===== src/rtl/img_sobel_dp.sv =====
// Image controller datapath: bus address generation, three-row source capture and a
// one-pixel-per-cycle 3x3 Sobel window packing four saturated magnitudes per word.
module img_sobel_dp #(
  parameter int unsigned COL_MAX = 600,
  parameter int unsigned ROW_MAX = 400,
  parameter int unsigned AW      = 20,
  parameter logic [AW-1:0] SRC_BASE = AW'(20'h00000),
  parameter logic [AW-1:0] DST_BASE = AW'(20'h40000)
) (
  input  logic          clk,
  input  logic          rst_n,
  input  logic          load0,
  input  logic          load1,
  input  logic          load2,
  input  logic          en_pipe,
  input  logic          inc_src,
  input  logic          inc_dec,
  input  logic          rst_a,
  input  logic          bus_we_i,
  input  logic          bus_ack_i,
  input  logic [31:0]   bus_dat_i,
  output logic [AW-1:0] bus_adr_o,
  output logic [31:0]   bus_dat_o,
  output logic          res_vld
);

  localparam int unsigned WPR     = COL_MAX / 4;
  localparam int unsigned OFF_MAX = ROW_MAX * WPR - 1;
  localparam int unsigned PW      = 8;
  localparam int unsigned SW      = 10;
  localparam int unsigned MW      = 12;

  logic [AW-1:0] src_off_q, src_off_d;
  logic [AW-1:0] dst_off_q, dst_off_d;
  logic [31:0]   row_q [3];
  logic [31:0]   row_d [3];
  logic [PW-1:0] p_q [3][3];
  logic [PW-1:0] p_d [3][3];
  logic [1:0]    pix_cnt_q, pix_cnt_d;
  logic          s2_vld_q, s2_vld_d;
  logic [1:0]    s2_tag_q, s2_tag_d;
  logic [31:0]   dat_q, dat_d;
  logic          vld_q, vld_d;

  logic [AW-1:0] row_off;
  logic [SW-1:0] gx_pos, gx_neg, gy_pos, gy_neg, gx_abs, gy_abs;
  logic [MW-1:0] mag;
  logic [PW-1:0] mag_sat;

  // Bus address: destination on writes, otherwise the source row selected by the active load
  always_comb begin
    row_off = '0;
    if (load2)      row_off = AW'(2 * WPR);
    else if (load1) row_off = AW'(WPR);
    if (bus_we_i) bus_adr_o = DST_BASE + dst_off_q;
    else          bus_adr_o = SRC_BASE + src_off_q + row_off;
  end

  // Sobel magnitude over the current (already shifted) window
  always_comb begin
    gx_pos = SW'(p_q[0][2]) + (SW'(p_q[1][2]) << 1) + SW'(p_q[2][2]);
    gx_neg = SW'(p_q[0][0]) + (SW'(p_q[1][0]) << 1) + SW'(p_q[2][0]);
    gy_pos = SW'(p_q[2][0]) + (SW'(p_q[2][1]) << 1) + SW'(p_q[2][2]);
    gy_neg = SW'(p_q[0][0]) + (SW'(p_q[0][1]) << 1) + SW'(p_q[0][2]);
    gx_abs = (gx_pos >= gx_neg) ? (gx_pos - gx_neg) : (gx_neg - gx_pos);
    gy_abs = (gy_pos >= gy_neg) ? (gy_pos - gy_neg) : (gy_neg - gy_pos);
    mag    = MW'(gx_abs) + MW'(gy_abs);
    mag_sat = (mag > MW'(255)) ? 8'hFF : mag[PW-1:0];
  end

  always_comb begin
    src_off_d = src_off_q;
    dst_off_d = dst_off_q;
    row_d     = row_q;
    p_d       = p_q;
    pix_cnt_d = pix_cnt_q;
    s2_vld_d  = en_pipe;
    s2_tag_d  = pix_cnt_q;
    dat_d     = dat_q;
    vld_d     = vld_q;

    if (rst_a) begin
      src_off_d = '0;
      dst_off_d = '0;
    end else begin
      if (inc_src) src_off_d = (src_off_q == AW'(OFF_MAX)) ? '0 : src_off_q + AW'(1);
      if (inc_dec) dst_off_d = (dst_off_q == AW'(OFF_MAX)) ? '0 : dst_off_q + AW'(1);
    end

    // Non-one-hot loads resolve toward the bottom row
    if (bus_ack_i) begin
      if (load2)      row_d[2] = bus_dat_i;
      else if (load1) row_d[1] = bus_dat_i;
      else if (load0) row_d[0] = bus_dat_i;
    end

    if (en_pipe) begin
      for (int r = 0; r < 3; r++) begin
        p_d[r][0] = p_q[r][1];
        p_d[r][1] = p_q[r][2];
        p_d[r][2] = row_q[r][{pix_cnt_q, 3'b000} +: PW];
      end
      pix_cnt_d = pix_cnt_q + 2'd1;
    end
    if (rst_a) pix_cnt_d = '0;

    if (s2_vld_q) begin
      dat_d[{s2_tag_q, 3'b000} +: PW] = mag_sat;
      if (s2_tag_q == 2'd3) vld_d = 1'b1;
    end
    // A new burst invalidates the held word even if the previous one completes this cycle
    if (en_pipe && (pix_cnt_q == 2'd0)) vld_d = 1'b0;
  end

  always_ff @(posedge clk or negedge rst_n) begin
    if (!rst_n) begin
      src_off_q <= '0;
      dst_off_q <= '0;
      for (int r = 0; r < 3; r++) begin
        row_q[r] <= '0;
        for (int c = 0; c < 3; c++) p_q[r][c] <= '0;
      end
      pix_cnt_q <= '0;
      s2_vld_q  <= 1'b0;
      s2_tag_q  <= '0;
      dat_q     <= '0;
      vld_q     <= 1'b0;
    end else begin
      src_off_q <= src_off_d;
      dst_off_q <= dst_off_d;
      row_q     <= row_d;
      p_q       <= p_d;
      pix_cnt_q <= pix_cnt_d;
      s2_vld_q  <= s2_vld_d;
      s2_tag_q  <= s2_tag_d;
      dat_q     <= dat_d;
      vld_q     <= vld_d;
    end
  end

  assign bus_dat_o = dat_q;
  assign res_vld   = vld_q;

endmodule

===== config.mk =====
export PLATFORM = sky130hd
export DESIGN_NAME = img_sobel_dp
export DESIGN_NICKNAME = d
export VERILOG_FILES = /design/src/rtl/img_sobel_dp.sv
export SDC_FILE = /design/constraint.sdc
export NUM_CORES = 1
export LEC_CHECK = 0
export BUFFER_PORTS_ARGS = -buffer_cell sky130_fd_sc_hd__buf_2
export CAP_MARGIN = 20
export CORE_UTILIZATION = 45
export CTS_BUF_LIST = sky130_fd_sc_hd__clkbuf_8 sky130_fd_sc_hd__clkbuf_16
export DETAILED_ROUTE_END_ITERATION = 12
export SYNTH_ARGS = -nofsm -noshare
export SYNTH_HDL_FRONTEND = slang
export SYNTH_SLANG_ARGS = --single-unit

===== constraint.sdc =====
create_clock -name clk -period 14.8 [get_ports clk]
set_clock_uncertainty 0.05 [all_clocks]
set_input_delay 1.48 -clock clk [delete_from_list [all_inputs] [get_ports clk]]
set_output_delay 1.48 -clock clk [all_outputs]
set_load 0.01 [all_outputs]

# ---- After elaboration in Yosys (flattened, before gate mapping)
# Index checks and enable logic that the tools add are counted.
dict set report totals {
  regBits 246
  output_inout_bits 53
}
dict set report op_classes {
  n_addsub 19
  n_lt_le_gt_ge 3
  eq_ne 3
  shift 5
  n_mux 18
  bitwise 2
  n_reduce_logical 11
}
# cell count
set op_table {}
lappend op_table {{20-bit 2-to-1 mux} 8}
lappend op_table {{32-bit by 6-bit variable part select with 8-bit output} 3}
lappend op_table {{10-bit by 8-bit adder with 10-bit output} 4}
lappend op_table {{20-bit by 1-bit adder with 20-bit output (second input constant)} 2}
lappend op_table {{8-bit by 9-bit adder with 10-bit output} 4}
lappend op_table {{20-bit by 16-bit equality test with 1-bit output (second input constant)} 2}
lappend op_table {{10-bit subtractor} 4}
lappend op_table {{32-bit bitwise mux} 1}
lappend op_table {{8-bit by 7-bit variable shift with 32-bit output (first input constant)} 1}
lappend op_table {{8-bit by 7-bit variable part select with 32-bit output} 1}
lappend op_table {{19-bit by 20-bit adder with 20-bit output (first input constant)} 1}
lappend op_table {{20-bit adder} 1}
lappend op_table {{10-bit >= comparator} 2}
lappend op_table {{10-bit 2-to-1 mux} 2}
lappend op_table {{8-bit 2-to-1 mux} 2}
lappend op_table {{10-bit by 10-bit adder with 11-bit output} 1}
lappend op_table {{11-bit by 8-bit greater-than comparator with 1-bit output (second input constant)} 1}
lappend op_table {{2-bit nonzero test} 5}
lappend op_table {{5-bit negator with 7-bit output} 1}
lappend op_table {{2-bit 2-to-1 mux} 2}
lappend op_table {{2-bit AND reduction} 2}
lappend op_table {{4-bit AND reduction} 1}
lappend op_table {{1-bit 2-to-1 mux} 3}
lappend op_table {{3-bit AND reduction} 1}
lappend op_table {{5 further kinds} 6}

# ---- Longest topological paths before layout
# Gate-level depths: netlist of the first run.
dict set report depth {
  depth_word 9
  ltp_mapped 30
}

# ---- Least setup slack after synthesis of the first run
# No wires, ideal clock.
dict set report synth_path {
  path_type {flip-flop to flip-flop}
  start {reg p_q[1] in the netlist's numbering}
  end {reg dat_q[13], in the netlist bus_dat_o[13]}
  setup_time_ns 0.124
  arrival_ns 6.088
  slack_ns 8.538
  path_stages_with_launch 25
  n_path_buf 1
  period_less_slack_ns 6.262
  path_cell_list {dfrtp_1 > inv_1 > fa_1 > inv_1 > ha_1 > fa_1 > a21o_1 > a21oi_1 > o21bai_1 > a21oi_1 > xor2_1 > ha_1 > a21oi_1 > o211ai_1 > a221oi_2 > buf_2 > mux2_2 > fa_1 > a21o_1 > a21oi_1 > o21ai_0 > a21oi_1 > o21bai_1 > a21oi_1 > a211o_1}
}
dict set report synth_via {
  elab_chain_cells 8
  word_cells_on_any_way 15
  cone_classes {add/sub (7); order compare (3); shift (1); mux (4)}
}
# element line_no
set synth_lines {}
lappend synth_lines {{start, declared} 37} ;# logic [PW-1:0] p_q [3][3];
lappend synth_lines {{start signal, assigned} 132} ;# p_q <= p_d;
lappend synth_lines {{10-bit by 8-bit adder with 10-bit output (on tied branches)} {61, 63}}
lappend synth_lines {{10-bit subtractor (tied with other cells)} 65} ;# gx_abs = (gx_pos >= gx_neg) ? (gx_pos - gx_neg) : (gx_neg - gx_pos);
lappend synth_lines {{10-bit 2-to-1 mux (on tied branches)} {65, 66}}
lappend synth_lines {{10-bit by 10-bit adder with 11-bit output (*)} 67} ;# mag = MW'(gx_abs) + MW'(gy_abs);
lappend synth_lines {{11-bit by 8-bit greater-than comparator with 1-bit output} 68} ;# mag_sat = (mag > MW'(255)) ? 8'hFF : mag[PW-1:0];
lappend synth_lines {{8-bit 2-to-1 mux (*)} 68}
lappend synth_lines {{8-bit by 7-bit variable part select with 32-bit output (*)} 108} ;# dat_d[{s2_tag_q, 3'b000} +: PW] = mag_sat;
lappend synth_lines {{32-bit bitwise mux (*)} 108}
lappend synth_lines {{end signal, assigned} 136} ;# dat_q <= dat_d;
lappend synth_lines {{end, declared} 42} ;# logic [31:0] dat_q, dat_d;
# Every way passes the cells marked *; elsewhere a longest branch is shown, timed or not.
# A chain may end at the register's enable or synchronous reset.

# ---- Worst setup path after layout of the first run
dict set report layout_path {
  start {reg p_q[1] in the netlist's numbering}
  end {reg dat_q[30], in the netlist bus_dat_o[30]}
}
# The elaborated chain is that of the path after synthesis.

==> reports/metrics.cfg, run 1 <==
[timing]
period_minus_slack_ps = 6930
fmax_ghz = 0.144
setup_tns_ps = 0
hold_viol = 0
setup_violations = 0
rsz0062_at_grt = no
post-route-period-util = 0.468
maxSlewHeadroom = 0.363
slew_viol_final = 0
holdWs_ps = 428
tightest_slew_ps = 956

[clock_network]
post_cts_resized = 0
ctsHoldBuffers = 0
root_buffer = clkbuf_16
post_cts_buffers = 0
cts_buffers = 28
clk_pin_slew_ps = 60
clkLatencyLatePin_ps = 540
cts_sinks = 246
cts_tree = built
cts_buffer_depth = 3
cts_max_level = 1

[placed_design]
hpwl_um = 24900
gp_congestion = 0.884
port_buffers = 95

[die]
die-area_sq_mm = 0.0345
start_util = 0.463
row_count = 66
die_w_um = 186
core_sq_mm = 0.0329
pin_count = 96
die_y_um = 186

[setup_path]
cp_max_fo = 10
worstSetupPathType = reg -> reg
r2r_setup_slack_ps = 7870
cp-end-kind = register
crit_arrival_ps = 7310
cp-start-kind = register
worst_ep_required_time_ps = 15170

[logic_synthesis]
ys_async_sr_fraction = 1.00
synth_top_area_share = 0.405
avgSynthCellArea_sq_um = 10.8
netlist_instances = 1409
synth_nets = 1591
yosys.area.top_type = dfrtp_1
synth_edf_count = 0
yosysUniqueCellTypes = 76
ys_seq_area_frac = 0.405
synth_area_leaders = dfrtp_1 (40%), mux2_2 (11%), ha_1 (8.3%)
synth_seq_cells = 246
synthFlopType = dfrtp_1
ys.warnings.count = 0
synth_most_common_cell = dfrtp_1
synth_commonest_cells = dfrtp_1 (246), mux2_2 (150), inv_1 (127), ha_1 (101), nand2_1 (87)
syn_area_sq_mm = 0.0152

[global_routing]
grt_usage = 0.198
grt_overflow = 0
grt_pass1_wl_um = 55000
grt_pass1_vias = 10600
grt_max_degree = 122
grt_antenna_before_repair = 5

[cells_and_area]
final_nets = 1674
syn_to_final_growth_pct = 12.6
drive_above_1_share = 0.229
final_util = 0.521

[detailed_routing]
vias = 10700
avgRoutedWirePerCell_um = 17.0
vias_per_cell = 5.44
firstDrtPassIters = 5
routed_wl_um = 33200
drt_first_iter_violations = 613
drc = 0
ant_nets = 0

[outcome]
outcome = completed

[flow_run]
maxCapViolCount = 0

[hold_path]
hp-class = reg -> reg

-- worst max-delay path, cell delays in order, from the launching register on --
cell       delay, ps
dfrtp_1          340
inv_1            100
fa_1             550
inv_1             50
ha_1             220
fa_1             410
a21o_1           180
a21oi_1          230
o21bai_1         130
a21oi_1          250
xor2_1           130
ha_1             520
nand2_2          100
or3_4            420
a311o_4          420
a31oi_1          330
a21boi_1         230
xnor2_1          160
ha_1             300
a2111oi_0        380
o21ai_0          170
and3_1           210
o21bai_1         380
a21oi_1          240
a211o_1          310
-- through the flow --
step	area [sq um]	instances	worst slack (ps)
6_report	17100	1957	7870
5_1_grt	17100	1957	7350
4_1_cts	17100	1956	7810
3_5_place_dp	16100	1904	7830
3_3_place_gp	16100	1904	7900
2_1_floorplan	15200	1409	8540
-- kinds of logic after synthesis --
logic type	after synthesis	synth area share
AND/OR/NAND/NOR	298	0.0952
AO/OA/AOI/OAI	285	0.122
flip-flops	246	0.405
multiplexers	184	0.153
buffers and inverters	178	0.0467
adder cells (fa/ha/maj)	139	0.133
XOR/XNOR	79	0.0455
-- cells in the final DEF, fill, tap and decap left out, types with 21 or more instances in the layout --
master     count
a21o_1        24
a21oi_1       77
buf_2         93
clkbuf_16     29
dfrtp_1      245
fa_1          38
ha_1         101
inv_1        131
mux2_2       150
mux4_2        24
nand2_1       87
nand3_1       21
nor2_1        75
nor3_1        22
o21ai_0       78
xnor2_1       39
xor2_1        40
-- metal layers --
metal	part of all wire	GRT usage	vias to the layer above	wire (um)
met1	0.49	0.290	5284	16300
met5	0.0011	0	-	37
met2	0.46	0.313	168	15200
met3	0.037	0.0284	45	1230
met4	0.014	0.0370	6	464
li1	-	-	5149	-
-- final timing paths --
kind                       startpoint            end  cells after the start
max                            p_q[1]  bus_dat_o[30]                     24
max in group asynchronous       rst_n        p_q[47]                      2
max reg2reg                    p_q[1]  bus_dat_o[30]                     24
min                           p_q[12]        p_q[20]                      2
min reg2reg                   p_q[12]        p_q[20]                      2
min in group asynchronous       rst_n  src_off_q[16]                      1
-- final cells by class --
| class | count | area, sq um |
|---|---|---|
| Antenna cell | 1 | 2.50 |
| Timing Repair Buffer | 104 | 556 |
| Inverter | 127 | 477 |
| Clock inverter | 15 | 180 |
| Sequential cell | 246 | 6160 |
| Tap cell | 442 | 553 |
| Clock buffer | 37 | 836 |
| Fill cell | 3025 | 15700 |
| Multi-Input combinational cell | 985 | 8360 |
-- flip-flops by register name (all words and copies together) (netlist names) --
name,flops
res_vld,1
s2_vld_q,1
pix_cnt_q,2
dst_off_q,20
src_off_q,20
p_q,72
bus_dat_o,32
s2_tag_q,2
row_q,96
Power of run 1 is not shown: default switching activity piles up to over one toggle a cycle in this logic, so the estimate is an artifact.
==> run 2: changes to the inputs <==
==> constraint.sdc (replaced) <==
create_clock -name clk -period 5.8 [get_ports clk]
set_clock_uncertainty 0.05 [all_clocks]
set_input_delay 0.58 -clock clk [delete_from_list [all_inputs] [get_ports clk]]
set_output_delay 0.58 -clock clk [all_outputs]
set_load 0.01 [all_outputs]
==> run 2 against run 1 <==
The run now ends with negative hold slack, negative setup slack left; cell count up 5.5%; sequential share of layout area decreased by 2.6 points; first-iteration DRC count decreased by 0.98%; sequential cell count did not move; non-clock buffer count rose by 115; critical endpoint unchanged; largest cell class unchanged.
==> reports/metrics.cfg, run 2 (synthesis results as in run 1) <==
[setup_path]
crit_arrival_ps = 6230
path_buf_inv = 8
reg2reg_from = p_q[17]
critPathLaunch = p_q[17]
crit_path_top_delay_cell = fa_1
cp-start-kind = register
cp_max_fo = 8
worstSetupPathType = reg -> reg
cpLargestDelayFamily = compound AO/OA/AOI/OAI gates
slowest_delay_ps = 550
cp-end-kind = register
worst_ep_required_time_ps = 6160

[timing]
tightest_slew_ps = 972
slew_viol_final = 0
setup_ws_ps = -64.4
rsz0062_at_grt = yes
post-route-period-util = 1.01
setup_violations = 22
fmax_ghz = 0.171
maxSlewHeadroom = 0.352
period_minus_slack_ps = 5860
holdWs_ps = -32.2
setup_tns_ps = -690
hold_viol = 5

[outcome]
violations = negative hold slack, negative setup slack
outcome = finished with violations

[die]
row_count = 66
pin_count = 96
die_y_um = 186
start_util = 0.463
core_sq_mm = 0.0329
die_w_um = 186
die-area_sq_mm = 0.0345

[global_routing]
grt_pass1_vias = 11200
grt_usage = 0.207
grt_antenna_before_repair = 2
grt_overflow = 0
grt_max_degree = 154
grt_pass1_wl_um = 57400

[detailed_routing]
ant_nets = 0
drt_first_iter_violations = 607
drc = 0
vias = 11000
avgRoutedWirePerCell_um = 16.7
routed_wl_um = 34600
firstDrtPassIters = 5
vias_per_cell = 5.31

[clock_network]
cts_sinks = 246
clkLatencyLatePin_ps = 520
root_buffer = clkbuf_16
clk_pin_slew_ps = 60
ctsHoldBuffers = 0
cts_max_level = 1
cts_buffer_depth = 3
cts_buffers = 27
cts_tree = built

[cells_and_area]
stdcell_count = 2064
largest_reg_flops = 96
layout_common_cells = dfrtp_1 (244), mux2_2 (149), inv_1 (119)
syn_to_final_growth_pct = 21.5
final_common_cell = dfrtp_1
top_register = row_q
drive_above_1_share = 0.337
final_nets = 1788
final_cell_area_sq_mm = 0.0185

[flow_run]
maxCapViolCount = 0

[placed_design]
hpwl_um = 25800
dp.cells = 1999
gp_congestion = 0.894
port_buffers = 95
place_area_sq_mm = 0.0170

[hold_path]
hp-class = in -> async

-- run 2: changes by cell type in the layout (fill, tap and decap cells not counted), sizes merged --
cell,delta
buf,+115
bufinv,-3
clkbuf,-3
clkinv,-4
clkinvlp,+1
inv,+1
-- run 2: stage by stage --
| step | setup WS [ps] | util |
|---|---|---|
| 3_3_place_gp | -292 | 0.517 |
| 4_1_cts | -118 | 0.552 |
| 5_1_grt | -351 | 0.562 |
| 3_5_place_dp | -333 | 0.517 |
| 6_report | -64.4 | 0.562 |
| 2_1_floorplan | -1.95 | - |
-- run 2: final cells by class --
type	instances	area (sq um)
diodes	1	2.50
repair buffers	219	1480
well taps	442	553
clock buffers	34	772
flip-flops and latches	246	6160
fillers	2882	14400
inverters	127	477
clock inverters	10	77.6
multi-input cells	985	8960
-- run 2: worst reg2reg max path: cells and delay by family, from the launching register on --
kind | cells | cell delay (ps)
flops | 1 | 340
fa+ha+maj | 5 | 1580
mux | 1 | 230
xor+xnor | 3 | 410
simple gates | 4 | 550
buf+inv | 8 | 750
compound gates | 10 | 1860
-- run 2: final timing paths --
| kind | slack (ps) | to | cells past startpoint |
|---|---|---|---|
| min in group clk | 260 | row_q[17] | 2 |
| worst min register to register | 380 | s2_tag_q[1] | 0 |
| worst max-delay path | -60 | bus_dat_o[30] | 31 |
| worst max register to register | -60 | bus_dat_o[30] | 31 |
| max in group asynchronous | 4370 | row_q[52] | 2 |
| worst min-delay path | -30 | src_off_q[4] | 1 |
-- run 2: repair_timing --
item                       4_1_cts  5_1_grt
pin swaps                       60       55
buffers inserted                12        8
setup endpoints to repair       32       32
resized for setup               49       55
-- run 2: metal layers --
metal	part of all wire	track usage	wire length, um	up-vias
li1	-	-	-	5353
met1	0.49	0.299	17000	5402
met2	0.46	0.332	16000	173
met3	0.033	0.0233	1140	33
met4	0.013	0.0452	464	2
met5	0.00029	0	10	-
Power of run 2 is left out for the same reason.
